[src/rtl/pmem_rd_pkg.sv]
// Shared types and defaults for the pmem stream reader.
// Contents:
//   PMEM_ADDR_W / PMEM_DATA_W  default geometry of the 16384x128 macro
//   len_t                      word count type (0..2^ADDR_W inclusive)
//   state_e                    command FSM states
package pmem_rd_pkg;

    localparam int PMEM_ADDR_W = 14;
    localparam int PMEM_DATA_W = 128;

    typedef logic [PMEM_ADDR_W:0] len_t;

    typedef enum logic [1:0] {
        IDLE = 2'd0,
        RUN  = 2'd1,
        FIN  = 2'd2
    } state_e;

endpackage

[src/rtl/pmem_rd_fifo.sv]
// Small synchronous skid FIFO holding SRAM read words plus their last flag.
// Ports:
//   clk, reset          clock, synchronous active-high reset
//   push_i, wdata_i     write strobe and entry
//   pop_i               read strobe (head advances)
//   rdata_o             head entry (valid while !empty_o)
//   full_o, empty_o     occupancy flags
//   count_o             number of stored entries
// Push and pop in the same cycle are allowed at any occupancy, including full.
module pmem_rd_fifo #(
    parameter int WIDTH = 129,
    parameter int DEPTH = 2,
    localparam int PTR_W = (DEPTH > 1) ? $clog2(DEPTH) : 1,
    localparam int CNT_W = $clog2(DEPTH + 1)
) (
    input  logic             clk,
    input  logic             reset,
    input  logic             push_i,
    input  logic [WIDTH-1:0] wdata_i,
    input  logic             pop_i,
    output logic [WIDTH-1:0] rdata_o,
    output logic             full_o,
    output logic             empty_o,
    output logic [CNT_W-1:0] count_o
);

    logic [WIDTH-1:0] mem_q [DEPTH];
    logic [PTR_W-1:0] wr_ptr_q, rd_ptr_q;
    logic [CNT_W-1:0] cnt_q;

    function automatic logic [PTR_W-1:0] ptr_inc(input logic [PTR_W-1:0] p);
        return (p == PTR_W'(DEPTH - 1)) ? '0 : p + 1'b1;
    endfunction

    always_ff @(posedge clk) begin
        if (reset) begin
            wr_ptr_q <= '0;
            rd_ptr_q <= '0;
            cnt_q    <= '0;
        end else begin
            if (push_i) wr_ptr_q <= ptr_inc(wr_ptr_q);
            if (pop_i)  rd_ptr_q <= ptr_inc(rd_ptr_q);
            case ({push_i, pop_i})
                2'b10:   cnt_q <= cnt_q + 1'b1;
                2'b01:   cnt_q <= cnt_q - 1'b1;
                default: cnt_q <= cnt_q;
            endcase
        end
    end

    // Storage needs no reset; entries are only observed after being written.
    always_ff @(posedge clk) begin
        if (push_i) mem_q[wr_ptr_q] <= wdata_i;
    end

    assign rdata_o = mem_q[rd_ptr_q];
    assign full_o  = (cnt_q == CNT_W'(DEPTH));
    assign empty_o = (cnt_q == '0);
    assign count_o = cnt_q;

endmodule

[src/rtl/pmem_stream_reader.sv]
// Read-side initiator for the single-port pmem SRAM macro (CEN/WEN active-low,
// 1-cycle registered read). On start it reads len consecutive words from
// base_addr (address wraps modulo 2^ADDR_W) and streams them on a valid/ready
// port; a skid FIFO absorbs read latency and backpressure.
// Ports:
//   clk, reset                 clock, synchronous active-high reset
//   start, base_addr, len      command, sampled only in IDLE
//   busy, done                 command status; done is a 1-cycle pulse
//   mem_CEN/WEN/A/D, mem_Q     SRAM interface (read-only use)
//   out_data/valid/ready/last  output stream
//   checksum                   XOR of all handshaken beats of the command
//                              (present only when PMEM_RD_CHECKSUM_EN is defined)
// Build option: `define PMEM_RD_CHECKSUM_EN adds the checksum output.
module pmem_stream_reader
    import pmem_rd_pkg::*;
#(
    parameter int ADDR_W     = PMEM_ADDR_W,
    parameter int DATA_W     = PMEM_DATA_W,
    parameter int FIFO_DEPTH = 2
) (
    input  logic              clk,
    input  logic              reset,
    input  logic              start,
    input  logic [ADDR_W-1:0] base_addr,
    input  logic [ADDR_W:0]   len,
    output logic              busy,
    output logic              done,
    output logic              mem_CEN,
    output logic              mem_WEN,
    output logic [ADDR_W-1:0] mem_A,
    output logic [DATA_W-1:0] mem_D,
    input  logic [DATA_W-1:0] mem_Q,
    output logic [DATA_W-1:0] out_data,
    output logic              out_valid,
    input  logic              out_ready,
    output logic              out_last
`ifdef PMEM_RD_CHECKSUM_EN
    ,
    output logic [DATA_W-1:0] checksum
`endif
);

    localparam int CNT_W = $clog2(FIFO_DEPTH + 1);

    state_e            state_q, state_d;
    logic [ADDR_W-1:0] addr_q, addr_d;
    logic [ADDR_W:0]   remaining_q, remaining_d;
    logic              inflight_q, inflight_d;
    logic              inflight_last_q, inflight_last_d;
    logic              issue;

    logic [DATA_W:0]   fifo_rdata;
    logic              fifo_full, fifo_empty;
    logic [CNT_W-1:0]  fifo_count;
    logic              pop;
    logic [CNT_W:0]    need;

    assign pop = out_valid & out_ready;

    // Slots committed at the end of this cycle before any new issue:
    // stored words plus the word landing from the SRAM, minus the one leaving.
    assign need = {1'b0, fifo_count} + (CNT_W + 1)'(inflight_q) - (CNT_W + 1)'(pop);

    always_comb begin
        state_d         = state_q;
        addr_d          = addr_q;
        remaining_d     = remaining_q;
        inflight_d      = 1'b0;
        inflight_last_d = 1'b0;
        issue           = 1'b0;
        case (state_q)
            IDLE: begin
                if (start) begin
                    addr_d      = base_addr;
                    remaining_d = len;
                    state_d     = (len == '0) ? FIN : RUN;
                end
            end
            RUN: begin
                // The full/pop term is implied by the occupancy sum; it is kept
                // as a direct guard against an unpaired push into a full FIFO.
                if (remaining_q != '0 && need < (CNT_W + 1)'(FIFO_DEPTH) &&
                    !(fifo_full && !pop)) begin
                    issue           = 1'b1;
                    addr_d          = addr_q + 1'b1;
                    remaining_d     = remaining_q - 1'b1;
                    inflight_d      = 1'b1;
                    inflight_last_d = (remaining_q == (ADDR_W + 1)'(1));
                end
                // Leave as soon as the final beat handshakes so done follows it
                // by exactly one cycle.
                if (remaining_q == '0 && !inflight_q &&
                    (fifo_empty || (fifo_count == CNT_W'(1) && pop))) begin
                    state_d = FIN;
                end
            end
            FIN:     state_d = IDLE;
            default: state_d = IDLE;
        endcase
    end

    always_ff @(posedge clk) begin
        if (reset) begin
            state_q         <= IDLE;
            addr_q          <= '0;
            remaining_q     <= '0;
            inflight_q      <= 1'b0;
            inflight_last_q <= 1'b0;
        end else begin
            state_q         <= state_d;
            addr_q          <= addr_d;
            remaining_q     <= remaining_d;
            inflight_q      <= inflight_d;
            inflight_last_q <= inflight_last_d;
        end
    end

    // mem_Q is valid the cycle after issue, which is exactly when inflight_q is set.
    pmem_rd_fifo #(
        .WIDTH (DATA_W + 1),
        .DEPTH (FIFO_DEPTH)
    ) u_fifo (
        .clk     (clk),
        .reset   (reset),
        .push_i  (inflight_q),
        .wdata_i ({inflight_last_q, mem_Q}),
        .pop_i   (pop),
        .rdata_o (fifo_rdata),
        .full_o  (fifo_full),
        .empty_o (fifo_empty),
        .count_o (fifo_count)
    );

    assign busy      = (state_q != IDLE);
    assign done      = (state_q == FIN);
    assign mem_CEN   = ~issue;
    assign mem_WEN   = 1'b1;
    assign mem_A     = addr_q;
    assign mem_D     = '0;
    assign out_valid = ~fifo_empty;
    assign out_data  = fifo_rdata[DATA_W-1:0];
    assign out_last  = ~fifo_empty & fifo_rdata[DATA_W];

`ifdef PMEM_RD_CHECKSUM_EN
    logic [DATA_W-1:0] checksum_q;

    always_ff @(posedge clk) begin
        if (reset) begin
            checksum_q <= '0;
        end else if (state_q == IDLE && start) begin
            checksum_q <= '0;
        end else if (pop) begin
            checksum_q <= checksum_q ^ out_data;
        end
    end

    assign checksum = checksum_q;
`endif

endmodule
[config.mk]
export PLATFORM = sky130hd
export DESIGN_NAME = pmem_stream_reader
export DESIGN_NICKNAME = d
export VERILOG_FILES = /design/src/rtl/pmem_rd_pkg.sv /design/src/rtl/pmem_rd_fifo.sv /design/src/rtl/pmem_stream_reader.sv
export SDC_FILE = /design/constraint.sdc
export NUM_CORES = 1
export LEC_CHECK = 0
export CORE_AREA = 2 2 169 171
export DETAILED_ROUTE_END_ITERATION = 7
export DIE_AREA = 0 0 171 173
export PLACE_DENSITY = 0.77
export REMOVE_ABC_BUFFERS = 1
export SYNTH_ARGS = -nofsm -noshare
export SYNTH_HDL_FRONTEND = slang
export SYNTH_SLANG_ARGS = --single-unit
[constraint.sdc]
create_clock -name clk -period 18.77 [get_ports clk]
set_clock_uncertainty 0.15 [all_clocks]
set_input_delay 3.754 -clock clk [delete_from_list [all_inputs] [get_ports clk]]
set_output_delay 3.754 -clock clk [all_outputs]
set_load 0.02 [all_outputs]
Yosys cells after proc, flatten, opt, wreduce, memory -nomap -nowiden
Memories as Yosys holds them, arrays and structs flattened. A register that Yosys moved wholly into a read port is not among the register bits.
Index checks and enable logic that the tools add are counted.
- equal/unequal tests: 10
- $lt $le $gt $ge: 1
- add/subtract/negate cells: 8
- multiplexer cells: 19
- bitwise gates (word level): 6
- reduce and logical (&&, ||, !) cells: 21
- operators with widths (cell ; count):
    $logic_not A15 Y1 ; 2
    $mux W15 ; 2
    $pmux W15 S2 ; 1
    $mux W14 ; 2
    $pmux W14 S2 ; 1
    $eq A15 B1 Y1 const B ; 1
    $reduce_bool A15 Y1 ; 1
    $sub A15 B1 Y15 const B ; 1
    $add A14 B1 Y14 const B ; 1
    $mux W1 ; 8
    $pmux W2 S2 ; 2
    $eq A2 B1 Y1 const B ; 3
    $eq A2 B2 Y1 const B ; 3
    $logic_and A1 B1 Y1 ; 6
    $mux W2 ; 3
    $ne A2 B2 Y1 const B ; 3
    $reduce_bool A2 Y1 ; 3
    $logic_not A2 Y1 ; 2
    $not A1 Y1 ; 4
    $add A2 B1 Y3 ; 1
    $logic_not A1 Y1 ; 3
    $lt A3 B2 Y1 const B ; 1
    $reduce_and A3 Y1 ; 1
    $reduce_or A3 Y1 ; 1
    7 further kinds ; 9
- bits in writable memories: 258
- input port bits: 161
- output and inout bits: 276
- register bits: 37
- memories kept: 1
- word-level logic and storage cells: 74
- memories (memory ; words ; width ; read ports ; clocked after Yosys merged registers in ; write ports ; RTL line ; source):
    u_fifo.mem_q ; 2 ; 129 ; 1 ; 1 ; 1 ; pmem_rd_fifo.sv:27 ; logic [WIDTH-1:0] mem_q [DEPTH];

Logic depth before layout (Yosys ltp)
- depth after elaboration: 10
- depth in mapped cells: 14

By module
A second synthesis with hierarchy kept.
- cells, all modules: 849
- area, all modules: 12619.6 µm²
- by module, submodules not included (module ; sequential area each (µm²) ; area each (µm²) ; cells an instance ; times used):
    pmem_rd_fifo ; 7847.5 ; 9502.9 ; 423 ; 1
    pmem_stream_reader ; 660.6 ; 3116.7 ; 426 ; 1

Least setup slack after synthesis
No wires, ideal clock.
- path type: input port to output port
- start point: input out_ready
- end point: output mem_CEN
- data arrival time: 5731 ps
- data required time: 14866 ps
- buffers on the path: 2
- path slack: 9135 ps
- stages: 10
- path through: nor2b_1 -> xnor2_1 -> nand2_1 -> fa_1 -> xor2_1 -> a2111oi_0 -> o21a_1 -> buf_6 -> clkinv_8 -> buf_4
- word-level cells in the longest chain between the ends: 8
- elaborated cells on any way between the ends: 11
- those cells by class: add/sub (1); order compare (1); mux (2); bitwise (2); reduce/logical (5)
- RTL lines (element ; RTL line ; source):
    start: declaration ; pmem_stream_reader.sv:35 ; input logic out_ready,
    $and A1 B1 Y1 * ; pmem_stream_reader.sv:58 ; assign pop = out_valid & out_ready;
    $sub A3 B1 Y3 or $logic_not A1 Y1 (tied branches) ; pmem_stream_reader.sv:62, pmem_stream_reader.sv:83 ;
    $lt A3 B2 Y1 or $logic_and A1 B1 Y1 (tied branches) ; pmem_stream_reader.sv:82, pmem_stream_reader.sv:83 ;
    $logic_and A1 B1 Y1 or $logic_not A1 Y1 (tied branches) ; pmem_stream_reader.sv:82, pmem_stream_reader.sv:83 ;
    $logic_and A1 B1 Y1 * ; pmem_stream_reader.sv:82 ; if (remaining_q != '0 && need < (CNT_W + 1)'(FIFO_DEPTH) &&
    $mux W1 * ; pmem_stream_reader.sv:82 ;
    $mux W1 * ; n/a ;
    $not A1 Y1 * ; pmem_stream_reader.sv:136 ; assign mem_CEN = ~issue;
    end: declaration ; pmem_stream_reader.sv:28 ; output logic mem_CEN,
Mark *: on every way between the ends. The rest lies on a longest branch, timed or not.

Worst setup path in the final report
Ends and elaborated chain as after synthesis.

==> impl_metrics.csv <==
group,metric,value,unit
outcome,status,"finished clean",
timing,tns,0,ns
detailed_routing,drtAntennaViolNets,0,
clock_network,clockBufferDepth,3,
worst_setup_path,rr_worst_depth,11,
clock_network,ctsResizeCount,0,
worst_setup_path,end_kind,"primary output",
timing,final.period_utilization,60.9,%
detailed_routing,wl_per_cell,18.9,microns
worst_setup_path,critical_path.top_delay_family,"buffers and inverters",
clock_network,htree_levels,1,
synth,ys_types,56,
layout,syn_to_final_growth,31.4,%
grt,grtUsageTotal,18.6,%
clock_network,insertion_delay,0.55,ns
worst_setup_path,cpMostUsedCell,"clkdlybuf4s50_1",
synth,synthCells,848,
detailed_routing,vias,7858,
worst_setup_path,worstPathRequired,14.87,ns
timing,max_freq,0.0875,GHz
power_and_ir_drop,leakage,0.00584,uW
clock_network,clk_pin_slew_worst_paths,0.06,ns
detailed_routing,drcViolationCount,0,
job,cap_viol_max_count,0,
timing,hold_violations,0,
die,io_pins,437,
worst_setup_path,path_class,"input pin to primary output",
die,coreArea,27600,sq um
worst_setup_path,reg2reg_slack,14.45,ns
layout,nets,1324,
power_and_ir_drop,ir_drop,0.0742,mV
worst_setup_path,worst_ep_arrival_time,7.53,ns
worst_setup_path,crit_slowest_cell,"o21a_1",
min_path,hp-start,"inflight_last_q",
worst_setup_path,cp_cell_sequence,"clkdlybuf4s50_1 -> nor2b_1 -> xnor2_1 -> nand2_1 -> fa_1 -> xor2_1 -> a2111oi_0 -> o21a_1 -> clkinv_8 -> clkdlybuf4s50_1",
synth,synthArstFlopShare,0,%
min_path,hold_class,"register to register",
worst_setup_path,critPathMaxStageDelay,0.72,ns
die,die_y,173,microns
timing,rsz0062_at_grt,"false",
synth,synth_area_per_cell,14.9,sq um
layout,multi_input_area,3440,sq um
worst_setup_path,r2r_end,"mem_A[6]",
clock_network,cts_tree,"yes",
min_path,min_to,"u_fifo.mem_q[0][128]",
clock_network,cts_hold_buf,0,
timing,tightest_slew,1.08,ns
clock_network,numCtsBuffers,31,
layout,regArea,8510,sq um
min_path,holdPathStages,0,
synth,synth-edff-count,258,
worst_setup_path,reg2reg_from,"u_fifo.count_o[1]",
layout,n_fill_cell,2197,
placed_design,io_buffer_count,307,
die,die_area,29600,sq um
power_and_ir_drop,p_per_area,133,nW/um^2
worst_setup_path,path_max_fanout,19,
worst_setup_path,crit_path_start_kind,"input pin",
detailed_routing,post_drt_via_cell_ratio,5.05,
grt,antenna_found_initial,2,
synth,netlist_area,12700,sq um
layout,drive_above_1_share,16.2,%
synth,synthFlopType,"edfxtp_1",
die,placementRows,61,
clock_network,cts_setup_buffers,0,
layout,stdcell_count,1555,
detailed_routing,drt-pass1-iter-count,5,
timing,drv_slew,0,
timing,period_needed,11.43,ns
die,die_w,171,microns
die,start_util,45.8,%
placed_design,hpwl,19.7,mm
grt,grt_pass1_vias,7756,
detailed_routing,first_iter_violations,500,
layout,utilization,60.2,%
timing,max_slew_margin,28.1,%
placed_design,place_inst,1500,
grt,grt_overflow_total,0,
detailed_routing,wl,29.4,mm
clock_network,clock_sinks,296,
synth,ys_ff_latch,296,
placed_design,gp_congestion,0.869,
timing,setup_viol,0,
synth,ys_seq_area_share,67.2,%
synth,yosys_warnings,0,
clock_network,root_buffer,"clkbuf_16",
grt,grt_max_degree,81,
grt,grt_pass1_wl,43.0,mm
worst_setup_path,crit_buf_inv,3,
## area by class of cell
type	instances	area share, %
timing repair buffer	314	18.8
clock buffer	36	4.78
multi-input combinational	501	20.7
tap	378	2.84
antenna	1	0.0150
inverter	11	0.323
clock inverter	18	1.37
sequential	296	51.2
## state kept, by name (all words and copies together), names as in the netlist, named ones only
name	flops
inflight_last_q	1
inflight_q	1
mem_A	14
remaining_q	15
state_q	2
u_fifo.count_o	2
u_fifo.mem_q	258
u_fifo.rd_ptr_q	1
u_fifo.wr_ptr_q	1
## report_power, final
part / switching, uW / internal (uW) / total, uW / leakage (uW)
clock network: 241 / 370 / 611 / 0.000500
logic: 399 / 342 / 740 / 0.00269
registers: 53.6 / 800 / 853 / 0.00264
## synthesized netlist by cell type (2+ instances only)
cell type | n | area [sq um]
edfxtp_1 | 258 | 7750
buf_4 | 131 | 983
mux2_2 | 128 | 1440
dfxtp_1 | 38 | 761
a21oi_1 | 35 | 175
nor2_1 | 34 | 128
nand2_1 | 33 | 124
clkbuf_1 | 31 | 116
nand3_1 | 11 | 55.1
o32ai_1 | 11 | 96.3
a32o_1 | 9 | 90.1
inv_1 | 9 | 33.8
nor3_1 | 9 | 45.0
and3_1 | 8 | 50.1
o21ai_0 | 8 | 40.0
o22ai_1 | 8 | 50.1
a22oi_1 | 7 | 52.6
ha_1 | 7 | 87.6
nor4_1 | 5 | 31.3
a32oi_1 | 4 | 35.0
and2_1 | 4 | 25.0
nand4_1 | 4 | 25.0
nor2b_1 | 4 | 25.0
xnor2_1 | 4 | 35.0
a31oi_1 | 3 | 18.8
buf_6 | 3 | 33.8
nor3b_1 | 3 | 22.5
a221oi_1 | 2 | 17.5
a311oi_1 | 2 | 17.5
and4_1 | 2 | 17.5
conb_1 | 2 | 7.51
nand2b_1 | 2 | 12.5
o211a_1 | 2 | 20.0
o21a_1 | 2 | 15.0
o221ai_1 | 2 | 17.5
or2_2 | 2 | 12.5
xor2_1 | 2 | 17.5
## routing by layer
layer | share of wire (%) | GRT usage [%]
met5 | 0.044 | 0
met4 | 3.0 | 5.97
met3 | 12 | 6.11
met2 | 48 | 31.7
met1 | 37 | 22.0
## through the flow
step	hold WS (ns)	power (uW)	area, sq um	setup slack [ns]
after global placement	0.254	1590	15600	7.51
after global routing	0.298	2300	16600	7.07
final	0.278	2200	16600	7.34
after floorplan	0.254	1300	12000	8.96
after CTS	0.281	2220	16600	7.39
after detailed placement	0.267	1600	15600	7.39
## layout by cell type, fill, tap and decap left out, types with 11 or more instances in the layout
cell type        instances
o32ai_1                 11
mux2_2                 128
a21oi_1                 35
nor2_1                  34
conb_1                 129
dfxtp_1                 37
nand3_1                 11
clkbuf_16               31
clkdlybuf4s50_1        307
edfxtp_1               258
nand2_1                 33
## worst max-delay path by stage
stage | start | slack (ns) | cells past startpoint | to
3_5_place_dp | out_ready | 7.39 | 10 | mem_CEN
2_1_floorplan | out_ready | 8.96 | 8 | mem_CEN
4_1_cts | out_ready | 7.39 | 10 | mem_CEN
3_3_place_gp | out_ready | 7.51 | 10 | mem_CEN
6_report | out_ready | 7.34 | 10 | mem_CEN
5_1_grt | out_ready | 7.07 | 10 | mem_CEN
## kinds of logic (layout without fill, tap and decap cells)
group                      Yosys count  after routing  synth area share, %
buffers and inverters              178            379                 9.45
muxes                              129            129                 11.5
other                                2            130               0.0593
xor gates and xnor gates             6              6                0.415
and+or+nand+nor                    126            126                 4.90
adders and majority gates            8              8                0.850
AOI/OAI and AO/OA                  103            103                 5.65
DFF                                296            296                 67.2
Power figures use the tool's default switching activity.
